==> config.mk <==
export PLATFORM = sky130hd
export DESIGN_NAME = simple_circuit
export DESIGN_NICKNAME = d
export VERILOG_FILES = /design/src/rtl/simple_circuit_pkg.sv /design/src/rtl/simple_circuit_core.sv /design/src/rtl/simple_circuit.sv
export SDC_FILE = /design/constraint.sdc
export NUM_CORES = 1
export LEC_CHECK = 0
export ABC_AREA = 1
export BUFFER_PORTS_ARGS = -buffer_cell sky130_fd_sc_hd__buf_2
export CAP_MARGIN = 10
export CORE_AREA = 5 5 47 49
export DETAILED_ROUTE_END_ITERATION = 8
export DIE_AREA = 0 0 52 54
export PLACE_DENSITY_LB_ADDON = 0.1
export SLEW_MARGIN = 5
export SYNTH_ARGS = -nofsm -noshare
export SYNTH_HDL_FRONTEND = slang
export SYNTH_SLANG_ARGS = --single-unit
==> constraint.sdc <==
create_clock -name clk -period 2.8 [get_ports clk]
set_input_delay 0.56 -clock clk [delete_from_list [all_inputs] [get_ports clk]]
set_output_delay 0.56 -clock clk [all_outputs]
set_load 0.02 [all_outputs]
==> src/rtl/simple_circuit_pkg.sv <==
// Shared constants for the simple_circuit block: default counter width and
// the reference truth table of f(A,B,C), indexed by {A,B,C}.
package simple_circuit_pkg;

    localparam int CNT_W_DEFAULT = 8;
    localparam int NUM_COMBOS    = 8;

    // f = 1 for minterms 1, 5, 6, 7
    localparam logic [NUM_COMBOS-1:0] TRUTH_TABLE = 8'b1110_0010;

    function automatic logic [2:0] abc_index(input logic a, input logic b, input logic c);
        return {a, b, c};
    endfunction

endpackage

==> src/rtl/simple_circuit_core.sv <==
// Pure combinational logic function f = (A & B) | (~B & C).
module simple_circuit_core (
    input  logic A,
    input  logic B,
    input  logic C,
    output logic f
);

    logic w1;
    logic w2;
    logic w3;

    assign w1 = A & B;
    assign w2 = ~B & C;
    assign w3 = w1 | w2;
    assign f  = w3;

endmodule

==> src/rtl/simple_circuit.sv <==
// Registered logic result plus running statistics: a saturating ones counter
// and a mask of which {A,B,C} combinations have been accepted.
module simple_circuit
    import simple_circuit_pkg::*;
#(
    parameter int CNT_W = CNT_W_DEFAULT
) (
    input  logic                  clk,
    input  logic                  rst_n,
    input  logic                  A,
    input  logic                  B,
    input  logic                  C,
    input  logic                  in_valid,
    input  logic                  clr,
    output logic                  Z,
    output logic                  out_valid,
    output logic [CNT_W-1:0]      ones_cnt,
    output logic [NUM_COMBOS-1:0] seen_mask,
    output logic                  all_seen
);

    localparam logic [CNT_W-1:0] CNT_MAX = {CNT_W{1'b1}};

    logic                  f;
    logic [2:0]            sample_idx;

    logic                  z_reg;
    logic                  z_next;
    logic                  out_valid_reg;
    logic                  out_valid_next;
    logic [CNT_W-1:0]      ones_cnt_reg;
    logic [CNT_W-1:0]      ones_cnt_next;
    logic [NUM_COMBOS-1:0] seen_mask_reg;
    logic [NUM_COMBOS-1:0] seen_mask_next;

    simple_circuit_core u_core (
        .A (A),
        .B (B),
        .C (C),
        .f (f)
    );

    assign sample_idx = abc_index(A, B, C);

    // Z holds when no sample is offered, so operand values are don't-care then.
    always_comb begin
        z_next         = z_reg;
        out_valid_next = 1'b0;
        if (in_valid) begin
            z_next         = f;
            out_valid_next = 1'b1;
        end
    end

    // Clear wins over a same-cycle sample; the counter sticks at its maximum.
    always_comb begin
        ones_cnt_next = ones_cnt_reg;
        if (clr) begin
            ones_cnt_next = '0;
        end else if (in_valid && f && (ones_cnt_reg != CNT_MAX)) begin
            ones_cnt_next = ones_cnt_reg + CNT_W'(1);
        end
    end

    genvar gi;
    generate
        for (gi = 0; gi < NUM_COMBOS; gi++) begin : g_seen
            assign seen_mask_next[gi] = clr ? 1'b0
                                      : (seen_mask_reg[gi] | (in_valid && (sample_idx == 3'(gi))));
        end
    endgenerate

    always_ff @(posedge clk) begin
        if (!rst_n) begin
            z_reg         <= 1'b0;
            out_valid_reg <= 1'b0;
            ones_cnt_reg  <= '0;
            seen_mask_reg <= '0;
        end else begin
            z_reg         <= z_next;
            out_valid_reg <= out_valid_next;
            ones_cnt_reg  <= ones_cnt_next;
            seen_mask_reg <= seen_mask_next;
        end
    end

    assign Z         = z_reg;
    assign out_valid = out_valid_reg;
    assign ones_cnt  = ones_cnt_reg;
    assign seen_mask = seen_mask_reg;
    assign all_seen  = &seen_mask_reg;

endmodule

==> reports/results.ini <==
[floorplan]
ios = 26
core_area_mm2 = 0.00182
die_area_mm2 = 0.00281
start_util_pct = 46.6
die_w_um = 52
die_h_um = 54
num_rows = 16

[setup_path]
timing.rr.start = ones_cnt[0]$_SDFFE_PP0P_
r2r_cells = 9
required_ps = 2240
path_class = reg -> out
r2r_end = ones_cnt[0]$_SDFFE_PP0P_
critPathArrivalTime_ps = 1020
crit_chain = nand4_1 -> nor2_1 -> buf_2
critPathTopFamily = flip-flops
cp_slowest_stage_delay_ps = 380
worstSetupStartpointType = flop
critical_path.max_fanout = 3
critPathBufInv = 1
crit_slowest_cell = dfxtp_1
worstSetupEndpointType = primary output
r2r_slack_ps = 1500

[route]
drt_iter0_drc = 11
vias = 806
wl_per_cell_um = 9.88
drt_first_pass_iters = 4
via_per_inst = 4.61
ant_nets = 0
wl_mm = 1.73
drc = 0

[timing]
rsz0062_at_grt = no
worst_pin_slew_ps = 357
fin_skew_ps = 0.782
finalHoldViolCount = 0
slew_violations = 0
tns_ps = 0
relSlewSlack_pct = 76.2
finalSetupViolations = 0
period_share_pct = 56.6
max_freq_mhz = 631
fin_crit_ps = 1580

[yosys]
syn_nets = 129
ys.flop_type = dfxtp_1
synth_commonest_cells = nor2_1 (26), nand2_1 (21), dfxtp_1 (18), inv_1 (17), a21oi_1 (11)
yosysSeqAreaShare_pct = 42.5
yosysTopAreaCellShare_pct = 42.5
synth.area.top_cells = dfxtp_1 (42%), nor2_1 (12%), nand2_1 (9.3%)
synth_warnings = 0
syn-instance-count = 121
syn_area_per_cell_um2 = 7.01
async_flop_share_pct = 0
synth-edff-count = 0
synth_area_um2 = 848
synth-seq-cells = 18
yosysMostFrequentCell = nor2_1
yosysTopAreaCell = dfxtp_1
ys_types = 21

[clock_network]
post_cts_buffers = 0
clk_path_buf_depth = 2
post_cts_resized = 0
cts_tree = built
cts_sinks = 18
cts_hold_buf = 0
cts.clk_slew.worst_paths_ps = 90
cts_root_buffer = clkbuf_4
cts_htree_levels = 1
cts_buffers = 3
worstSkewPairLatency_ps = 290

[min_path]
hold_depth = 3
hp-start = rst_n
worst_hold_path.endpoint = out_valid$_SDFF_PN0_
hold_path.class = in -> reg

[final_layout]
multi_input_area_um2 = 405
final_util_pct = 55.9
fin_area_mm2 = 0.00102
syn_to_final_growth_pct = 20.1
antenna_cells = 0
fill_cells = 197
final_nets = 158
register_area_um2 = 360
post_route_cells_drive_above_1_share_pct = 25.0

[power]
p_seq_share_pct = 61.0
power.internal_mw = 0.324
comb_power_share_pct = 10.0
swShare_pct = 24.8
p_sw_mw = 0.107
leakage_nw = 0.530
ir_drop_mv = 0.263
clock_power_share_pct = 29.0
power_density_mw_per_mm2 = 423

[status]
status = finished, final reports clean

[grt]
grt_pass1_vias = 782
grt_max_degree = 12
grt_pass1_wl_mm = 3.15
antenna_found_initial = 0
track_usage_pct = 15.0
gr-total-overflow = 0

[place]
place_hpwl_mm = 1.37
placed_cell_area_um2 = 996
gp_congestion = 0.809
port_buffers = 25

[flow_run]
cap_violations = 0

[per-layer routing]
| metal | vias to the layer above | GRT usage [%] | wire [um] |
|---|---|---|---|
| li1 | 431 | - | - |
| met1 | 358 | 18.3 | 829 |
| met2 | 13 | 24.7 | 803 |
| met3 | 4 | 3.32 | 67 |
| met4 | 0 | 7.86 | 28 |
| met5 | - | 0 | 0 |
[how the worst max path moves through the flow]
stage	startpoint	to	slack, ps	cells after the start
2_1_floorplan	seen_mask[7]$_SDFF_PP0_	all_seen	1370	2
3_3_place_gp	rst_n	ones_cnt[2]$_SDFFE_PP0P_	1280	5
3_5_place_dp	rst_n	ones_cnt[2]$_SDFFE_PP0P_	1170	5
4_1_cts	seen_mask[5]$_SDFF_PP0_	all_seen	1200	3
5_1_grt	seen_mask[7]$_SDFF_PP0_	all_seen	1130	3
6_report	seen_mask[5]$_SDFF_PP0_	all_seen	1220	3
[worst min-delay path, delay by kind of cell]
kind / cells / cell delay, ps
simple gates: 1 / 50
buf+inv: 2 / 130
[power by group through the flow]
stage          Combinational (mW)  Sequential [mW]  Clock (mW)
2_1_floorplan              0.0242            0.274           0
3_3_place_gp               0.0425            0.269           0
3_5_place_dp               0.0433            0.269           0
4_1_cts                    0.0435            0.263       0.133
5_1_grt                    0.0496            0.264       0.144
6_report                   0.0430            0.263       0.125
[cell usage in the layout, fill, tap and decap left out]
master	instances
nand2_2	3
nand4_1	4
inv_1	17
xor2_1	1
nor2_1	26
nor2_2	1
nand2_4	1
clkinv_1	1
nor2_4	2
nand2_1	21
ha_1	1
nand3_2	1
a21oi_1	11
buf_2	25
nand3_1	7
nand3b_1	1
inv_2	1
nor3_1	1
o21ai_0	1
or2_1	1
clkbuf_4	3
dfxtp_1	18
[logic make-up (layout without fill, tap and decap cells)]
| family | count (synthesis) | in the layout | share of synthesized area, % |
|---|---|---|---|
| AO/OA/AOI/OAI | 12 | 12 | 7.08 |
| XOR/XNOR | 1 | 1 | 1.03 |
| AND/OR/NAND/NOR | 69 | 69 | 38.2 |
| buffers and inverters | 20 | 47 | 9.73 |
| flip-flops | 18 | 18 | 42.5 |
| adder cells (fa/ha/maj) | 1 | 1 | 1.47 |
[stage by stage]
| step | cells | total power, mW | hold WS [ps] | setup WS [ps] |
|---|---|---|---|---|
| after floorplan | 121 | 0.299 | 581 | 1370 |
| after global placement | 172 | 0.312 | 474 | 1280 |
| after detailed placement | 172 | 0.312 | 483 | 1170 |
| after CTS | 175 | 0.440 | 458 | 1200 |
| after global routing | 175 | 0.457 | 480 | 1130 |
| final | 175 | 0.431 | 470 | 1220 |
[cell type report]
type | instances | share of cell area [%]
well taps | 27 | 3.32
multi-input cells | 83 | 39.8
clock buffers | 3 | 2.21
flip-flops and latches | 18 | 35.4
repair buffers | 25 | 12.3
inverters | 19 | 7.00
Power figures use the tool's default switching activity.
